## config.mk

```make
export PLATFORM = sky130hd
export DESIGN_NAME = exec_branch_unit
export DESIGN_NICKNAME = d
export VERILOG_FILES = /design/src/rtl/exec_branch_unit.sv
export SDC_FILE = /design/constraint.sdc
export NUM_CORES = 1
export LEC_CHECK = 0
export CAP_MARGIN = 20
export CORE_MARGIN = 5
export CORE_UTILIZATION = 45
export CTS_CLUSTER_SIZE = 12
export DETAILED_ROUTE_END_ITERATION = 10
export PLACE_DENSITY = 0.8
export SKIP_CTS_REPAIR_TIMING = 1
export SYNTH_ARGS = -nofsm -noshare
export SYNTH_HDL_FRONTEND = slang
export SYNTH_SLANG_ARGS = --single-unit
```

## constraint.sdc

```tcl
create_clock -name clk -period 4.9 [get_ports clk]
set_input_delay 0.98 -clock clk [delete_from_list [all_inputs] [get_ports clk]]
set_output_delay 0.98 -clock clk [all_outputs]
set_load 0.05 [all_outputs]
```

## src/rtl/exec_branch_unit.sv

```systemverilog
// exec_branch_unit: resolves JAL/JALR/conditional branches in the exec stage,
// checks that the next decoded instruction follows each resolved branch, and
// on a mispredict issues a registered redirect and a fixed-length recovery
// window. Keeps saturating branch / mispredict counters for perf CSRs.
module exec_branch_unit #(
  parameter int unsigned XLEN         = 64,
  parameter int unsigned ALEN         = 64,
  parameter int unsigned FLUSH_CYCLES = 2,
  parameter int unsigned CNT_W        = 32
) (
  input  logic             clk,
  input  logic             rst,
  input  logic             input_valid,
  input  logic             input_valid_unless_mispredict,
  input  logic             input_is_branch,
  input  logic [4:0]       opcode,
  input  logic [2:0]       funct3,
  input  logic [XLEN-1:0]  rs1_data,
  input  logic [XLEN-1:0]  rs2_data,
  input  logic [11:0]      i_imm,
  input  logic [19:0]      j_imm,
  input  logic [11:0]      b_imm,
  input  logic [ALEN-1:0]  decode_instruction_addr,
  input  logic [ALEN-1:0]  decode_instruction_next_addr,
  output logic             output_valid,
  output logic             exception,
  output logic             taken,
  output logic [XLEN-1:0]  result,
  output logic [ALEN-1:0]  target,
  output logic             mispredict_detected,
  output logic             redirect_valid,
  output logic [ALEN-1:0]  redirect_addr,
  output logic             recovering,
  output logic [CNT_W-1:0] branch_count,
  output logic [CNT_W-1:0] mispredict_count
);

  localparam logic [4:0] OP_JAL    = 5'b11011;
  localparam logic [4:0] OP_JALR   = 5'b11001;
  localparam logic [4:0] OP_BRANCH = 5'b11000;

  localparam int unsigned CD_W = $clog2(FLUSH_CYCLES + 1);

  typedef enum logic {
    IDLE,
    RECOVER
  } state_t;

  state_t            state;
  logic [CD_W-1:0]   countdown;

  // Expected-PC tracker: where the next decoded instruction must come from
  logic              exp_valid;
  logic [ALEN-1:0]   exp_pc;

  // Target datapath
  logic [ALEN-1:0]   jal_off;
  logic [ALEN-1:0]   br_off;
  logic [ALEN-1:0]   jalr_off;
  logic [ALEN-1:0]   jal_tgt;
  logic [ALEN-1:0]   br_tgt;
  logic [ALEN-1:0]   jalr_sum;
  logic [ALEN-1:0]   jalr_tgt;

  // Resolution of the slot currently presented
  logic              illegal;
  logic              cond;
  logic [ALEN-1:0]   comp_tgt;
  logic              taken_next;
  logic [ALEN-1:0]   target_next;
  logic              exception_next;
  logic              accept;

  // Immediates are sign-extended to the address width before the adds
  assign jal_off  = ALEN'($signed({j_imm, 1'b0}));
  assign br_off   = ALEN'($signed({b_imm, 1'b0}));
  assign jalr_off = ALEN'($signed(i_imm));

  assign jal_tgt  = decode_instruction_addr + jal_off;
  assign br_tgt   = decode_instruction_addr + br_off;
  assign jalr_sum = ALEN'(rs1_data) + jalr_off;
  assign jalr_tgt = {jalr_sum[ALEN-1:1], 1'b0};

  // Decode legality, branch condition and the computed target by opcode
  always_comb begin
    illegal  = 1'b0;
    cond     = 1'b0;
    comp_tgt = br_tgt;
    case (opcode)
      OP_JAL: begin
        cond     = 1'b1;
        comp_tgt = jal_tgt;
      end
      OP_JALR: begin
        cond     = 1'b1;
        comp_tgt = jalr_tgt;
        illegal  = (funct3 != 3'b000);
      end
      OP_BRANCH: begin
        comp_tgt = br_tgt;
        case (funct3)
          3'b000:  cond = (rs1_data == rs2_data);
          3'b001:  cond = (rs1_data != rs2_data);
          3'b100:  cond = ($signed(rs1_data) <  $signed(rs2_data));
          3'b101:  cond = ($signed(rs1_data) >= $signed(rs2_data));
          3'b110:  cond = (rs1_data <  rs2_data);
          3'b111:  cond = (rs1_data >= rs2_data);
          default: illegal = 1'b1;
        endcase
      end
      default: illegal = 1'b1;
    endcase
  end

  // An illegal instruction never redirects; a misaligned target only faults when taken
  assign taken_next     = cond && !illegal;
  assign target_next    = taken_next ? comp_tgt : decode_instruction_next_addr;
  assign exception_next = illegal || (taken_next && target_next[0]);

  assign mispredict_detected = !recovering && input_valid_unless_mispredict &&
                               exp_valid && (exp_pc != decode_instruction_addr);

  assign accept = input_valid && input_is_branch && !recovering && !mispredict_detected;

  // Registered resolution results; values hold between accepts
  always_ff @(posedge clk) begin
    if (rst) begin
      output_valid <= 1'b0;
      exception    <= 1'b0;
      taken        <= 1'b0;
      result       <= '0;
      target       <= '0;
    end else begin
      output_valid <= accept;
      if (accept) begin
        exception <= exception_next;
        taken     <= taken_next;
        result    <= XLEN'(decode_instruction_next_addr);
        target    <= target_next;
      end
    end
  end

  // Expected-PC tracker; frozen while recovering, bubbles leave it untouched
  always_ff @(posedge clk) begin
    if (rst) begin
      exp_valid <= 1'b0;
      exp_pc    <= '0;
    end else if (!recovering) begin
      if (mispredict_detected) begin
        exp_valid <= 1'b0;
      end else if (accept) begin
        exp_valid <= !exception_next;
        if (!exception_next) begin
          exp_pc <= target_next;
        end
      end else if (input_valid_unless_mispredict) begin
        exp_valid <= 1'b0;
      end
    end
  end

  // Redirect / recovery FSM: the countdown is loaded with the window length and
  // the exit happens on the cycle it would reach zero, so recovering stays high
  // for exactly FLUSH_CYCLES cycles.
  always_ff @(posedge clk) begin
    if (rst) begin
      state          <= IDLE;
      countdown      <= '0;
      redirect_valid <= 1'b0;
      redirect_addr  <= '0;
      recovering     <= 1'b0;
    end else begin
      redirect_valid <= 1'b0;
      case (state)
        IDLE: begin
          if (mispredict_detected) begin
            state          <= RECOVER;
            countdown      <= CD_W'(FLUSH_CYCLES);
            redirect_valid <= 1'b1;
            redirect_addr  <= exp_pc;
            recovering     <= 1'b1;
          end
        end
        RECOVER: begin
          if (countdown <= CD_W'(1)) begin
            state      <= IDLE;
            countdown  <= '0;
            recovering <= 1'b0;
          end else begin
            countdown <= countdown - CD_W'(1);
          end
        end
        default: begin
          state      <= IDLE;
          countdown  <= '0;
          recovering <= 1'b0;
        end
      endcase
    end
  end

  // Saturating perf counters, updated alongside output_valid / redirect_valid
  always_ff @(posedge clk) begin
    if (rst) begin
      branch_count     <= '0;
      mispredict_count <= '0;
    end else begin
      if (accept && (branch_count != '1)) begin
        branch_count <= branch_count + CNT_W'(1);
      end
      if (mispredict_detected && (mispredict_count != '1)) begin
        mispredict_count <= mispredict_count + CNT_W'(1);
      end
    end
  end

endmodule

```

# After elaboration in Yosys (flattened, before gate mapping)
# Cells that the tools add are included.
[totals] reg_bits=329 latch_bits=0 ramBits=0 mem_bits_ro=0 inputBits=313 out_inout_bits=262 wordCells=87 n_memories=0
[op_classes] add_sub_neg=6 n_mul=0 n_div=0 magnitude_cmp=5 n_eq_ne=15 shift=0 n_mux=18 n_bitwise=4 reduce_logical=25
[op_table] operator="$add A64 B64 Y64" n=3
[op_table] operator="$ge A64 B64 Y1" n=2
[op_table] operator="$lt A64 B64 Y1" n=2
[op_table] operator="$ne A64 B64 Y1" n=2
[op_table] operator="$pmux W64 S2" n=1
[op_table] operator="$add A32 B1 Y32 const B" n=2
[op_table] operator="$eq A64 B64 Y1" n=1
[op_table] operator="$mux W64" n=1
[op_table] operator="$ne A32 B32 Y1 const B" n=2
[op_table] operator="$eq A5 B5 Y1 const B" n=3
[op_table] operator="$eq A3 B3 Y1 const B" n=4
[op_table] operator="$logic_and A1 B1 Y1" n=10
[op_table] operator="$mux W1" n=8
[op_table] operator="$pmux W1 S2" n=3
[op_table] operator="$pmux W1 S6" n=1
[op_table] operator="$reduce_and A2 Y1" n=3
[op_table] operator="$reduce_bool A3 Y1" n=2
[op_table] operator="$reduce_or A6 Y1" n=1
[op_table] operator="$logic_not A1 Y1" n=4
[op_table] operator="$mux W2" n=2
[op_table] operator="$not A1 Y1" n=4
[op_table] operator="$pmux W2 S2" n=1
[op_table] operator="$reduce_and A4 Y1" n=1
[op_table] operator="$reduce_or A2 Y1" n=2
[op_table] operator="other kinds (8)" n=8

# Depth between registers and ports, before layout
[depth] word_depth=12 mapped_depth=20 ltp_nobuf=18

# Worst setup path before layout
# OpenSTA, ideal clock, no wires.
[synth_path] path_type="input to register" from="input port opcode[4]" to="register exp_pc[61]" arrival_time_ns=5.186 required_ns=4.767 path_slack_ns=-0.419 path_stages=20 path_buffers=2 path_cell_list="nand2_1 -> nor2_1 -> nand3_1 -> and2_1 -> clkbuf_1 -> a21oi_1 -> inv_1 -> ha_1 -> buf_4 -> a21o_1 -> a221oi_1 -> o21ai_0 -> a21o_1 -> o41ai_4 -> o41ai_4 -> or4b_1 -> o211ai_1 -> nor3_4 -> nor3_1 -> nor3_1"
[synth_between] elab_chain_cells=9 elab_cells_between_ends=14 cone_classes="eq/ne (3); mux (4); bitwise (1); reduce/logical (6)"
[synth_lines] item="from (decl)" line="16" source="input logic [4:0] opcode,"
[synth_lines] item="$eq A5 B5 Y1" line="89" source="case (opcode)"
[synth_lines] item="$reduce_or A2 Y1 (no line) or $pmux W1 S3 (tied branches)"
[synth_lines] item="$pmux W1 S2 or $logic_not A1 Y1 (tied branches)" line="89, 116"
[synth_lines] item="$logic_and A1 B1 Y1" line="116" source="assign taken_next = cond && !illegal;"
[synth_lines] item="$mux W64" line="117" source="assign target_next = taken_next ? comp_tgt : decode_instruction_next_addr;"
[synth_lines] item="$logic_and A1 B1 Y1" line="118" source="assign exception_next = illegal || (taken_next && target_next[0]);"
[synth_lines] item="$logic_or A1 B1 Y1" line="118"
[synth_lines] item="$not A1 Y1 (no line)"
[synth_lines] item="$reduce_and A4 Y1 (no line)"
[synth_lines] item="to (signal assigned)" line="155" source="exp_pc <= target_next;"
[synth_lines] item="to (decl)" line="54" source="logic [ALEN-1:0] exp_pc;"
# Several ways; a longest one is shown, not always the timed one.
# A chain may end at the register's enable or synchronous reset.

# Worst setup path in the final report
[layout_path] from="input port opcode[3]" to="register exp_pc[57]"
# Same word-level chain as after synthesis.

==> flow_metrics.tcl <==
set metrics [dict create \
    yosys_most_used_dff "dfxtp_1" \
    place.port_buffers 574 \
    ys_seq_elements 329 \
    cts_sinks 329 \
    hold_start "result[0]" \
    syn_inst 3086 \
    ant_nets 0 \
    grt_overflow 0 \
    final_hold_viol_count 0 \
    drt_wl_total_microns 99600 \
    whs_ns 0.453 \
    drtPass1Iterations 7 \
    syn_area_sq_um 23400 \
    via_per_inst 5.75 \
    maxSlewHeadroom_pct 42.7 \
    regToRegStartpoint "exp_pc[2]" \
    hold_end "result[0]" \
    fillCellCount 4478 \
    grt_pass1_wl_microns 146000 \
    dp_hpwl_microns 81100 \
    ys_warn_count 0 \
    ys_types 92 \
    grt_pass1_vias 24776 \
    ys_seq_area_share_pct 28.1 \
    max_freq_mhz 208 \
    drt_iter0_markers 2621 \
    slew_viol_final 0 \
    drc 0 \
    synth_edf_count 0 \
    min_period_ns 4.80 \
    crit_path_end_kind "flop" \
    setup_viol 0 \
    post-route-period-util_pct 97.9 \
    min_path_cells 2 \
    p_leak_uw 0.0134 \
    critPathLaunchType "input port" \
    antenna_found_initial 18 \
    r2r-end "branch_count[31]" \
    die-area_sq_um 56700 \
    path_max_fanout 5 \
    clkTransAtPathRegs_ns 0.06 \
    io_pins 575 \
    postSynthAreaPerCell_sq_um 7.59 \
    status "finished, final reports clean" \
    powerDensity_nw_per_um2 235 \
    htreeDepth 2 \
    timing_worst_slew_pin_value_ns 0.859 \
    hold_class "flop to flop" \
    clock_latency_ns 0.53 \
    busiest_layer "met2" \
    cp.required_ns 5.29 \
    clock-root-buffer "clkbuf_16" \
    globalplace.congestion 1.02 \
    reg2reg_depth 12 \
    fin_util_pct 65.4 \
    grt_use_total_pct 32.7 \
    syn-num-nets 3591 \
    max-vdd-ir-drop_mv 0.197 \
    grt_util_met2_pct 53.3 \
    cts_tree "done" \
    maxCapViolations 0 \
    drive_gt1_share_pct 13.0 \
    nNetsFinal 4389 \
    syn_to_final_growth_pct 43.6 \
    cts_max_path_buffers 3 \
    start_util_pct 45.6 \
    fp.dieW_microns 238 \
    cp.arrival_ns 5.18 \
    grt_max_degree 174 \
    r2r_slack_ns 1.39 \
    wl_per_cell_microns 21.7 \
    grtUsageMet1_pct 42.0 \
    rows 83 \
    path_class "input port to flop" \
    die_y_microns 238 \
    skew_ns 0.0254 \
    vias 26363 \
    grt_util_met3_pct 6.93 \
    cts_inserted_buffers 34 \
    fp.coreArea_sq_um 51400 \
    async_reset_ff_share_pct 0 \
]
-- worst max-delay path, cell delays in order --
cell and delay [ns]:
buf_4 0.11, nand2_8 0.05, nor2_4 0.19, nand3_4 0.12, and2_4 0.16, a21oi_4 0.15, clkinvlp_4 0.19, clkbuf_16 0.22
ha_4 0.27, nand2_1 0.05, or4_4 0.57, or3_4 0.36, o32ai_4 0.17, o41ai_4 0.09, buf_4 0.16, o41ai_4 0.40
buf_4 0.18, a21oi_1 0.07, xor2_1 0.21, nor2_2 0.08, o311ai_1 0.31, a21oi_1 0.10
-- sequential cells by signal (all words and copies together), names as in the netlist, 2 cells and up --
register          cells
redirect_addr        64
branch_count         32
exp_pc               64
countdown             2
result               64
target               64
mispredict_count     32
-- layout make-up --
cell class | count | area, sq um | share of cell area (%)
clock inverter | 2 | 16.3 | 0.0484
timing repair buffer | 928 | 8600 | 25.6
clock buffer | 43 | 968 | 2.88
multi-input combinational | 2486 | 16200 | 48.1
inverter | 105 | 398 | 1.18
tap | 680 | 851 | 2.53
antenna | 9 | 22.5 | 0.0670
sequential | 329 | 6590 | 19.6
-- how the worst max path moves through the flow --
stage | start | endpoint | slack [ns] | cells past startpoint
floorplan | opcode[4] | exp_pc[61] | -0.37 | 20
global placement | opcode[3] | exp_pc[63] | -0.80 | 22
detailed placement | opcode[3] | exp_pc[63] | -0.92 | 22
CTS | opcode[3] | target[63] | -0.40 | 22
global route | opcode[4] | exp_pc[57] | -0.02 | 22
finish | opcode[3] | exp_pc[57] | 0.10 | 22
-- placed cells by master (no fill, tap or decap), types with 39 or more instances in the layout --
master           count
a21o_1              74
o22ai_1             42
nand3_1            111
xnor2_1            139
nand2_1            441
xor2_1              88
inv_1              101
ha_1               174
dfxtp_1            329
nor2_1             283
clkdlybuf4s50_1    566
nand4_1             82
nor3_1              39
buf_4              341
mux2i_1             87
a21oi_1            277
o21ai_0            187
o211ai_1            52
-- layer usage --
layer	up-vias	share of wire [%]	routed length, microns
met4	16	4.8	4820
met2	1236	45	45200
li1	12611	-	-
met5	-	0.12	116
met3	232	9.4	9360
met1	12268	40	40100
-- through the flow --
stage                     cell area (sq um)  total power [uW]  worst slack, ns  setup TNS [ns]  instances
after CTS                             33400              7840           -0.396           -2.77       4568
after global routing                  33600              8230          -0.0166         -0.0166       4580
final                                 33600              7910            0.104               0       4582
after global placement                32400              5450           -0.798          -25.12       4523
after floorplan                       23700              4290           -0.375           -3.88       3086
after detailed placement              32400              5470           -0.917          -31.38       4523
-- Yosys cell counts, types with 16 or more instances --
| cell type | number | area [sq um] |
|---|---|---|
| nor2_1 | 287 | 1080 |
| nor3_1 | 40 | 200 |
| nand3_1 | 112 | 561 |
| nand4_1 | 82 | 513 |
| a211oi_1 | 34 | 255 |
| nand2b_1 | 18 | 113 |
| o21ai_0 | 194 | 971 |
| a31oi_1 | 22 | 138 |
| a21o_1 | 74 | 556 |
| a21oi_1 | 284 | 1420 |
| o21bai_1 | 21 | 158 |
| o211ai_1 | 52 | 390 |
| o21ai_1 | 20 | 100 |
| nor4_1 | 20 | 125 |
| o22ai_1 | 43 | 269 |
| o21a_1 | 16 | 120 |
| and3_1 | 20 | 125 |
| and2_1 | 17 | 106 |
| ha_1 | 190 | 2380 |
| clkbuf_1 | 133 | 499 |
| xnor2_1 | 139 | 1220 |
| inv_1 | 102 | 383 |
| nand2_1 | 444 | 1670 |
| mux2i_1 | 88 | 881 |
| xor2_1 | 88 | 771 |
| dfxtp_1 | 329 | 6590 |
-- cell families (layout without fill, tap and decap cells) --
logic type | Yosys count | in the layout | share of synthesized area, %
fa+ha+maj | 192 | 192 | 10.3
simple gates | 1116 | 1116 | 21.7
buf+inv | 271 | 1078 | 4.66
flops | 329 | 329 | 28.1
other cells | 0 | 9 | 0
mux | 91 | 91 | 3.90
compound gates | 860 | 860 | 22.9
xor+xnor | 227 | 227 | 8.49
-- power by group --
group          internal (uW)  switching (uW)
registers               2730            34.2
clock network           1380            1040
logic                   1210            1520
Note: power is estimated with default switching activity, not from simulation.
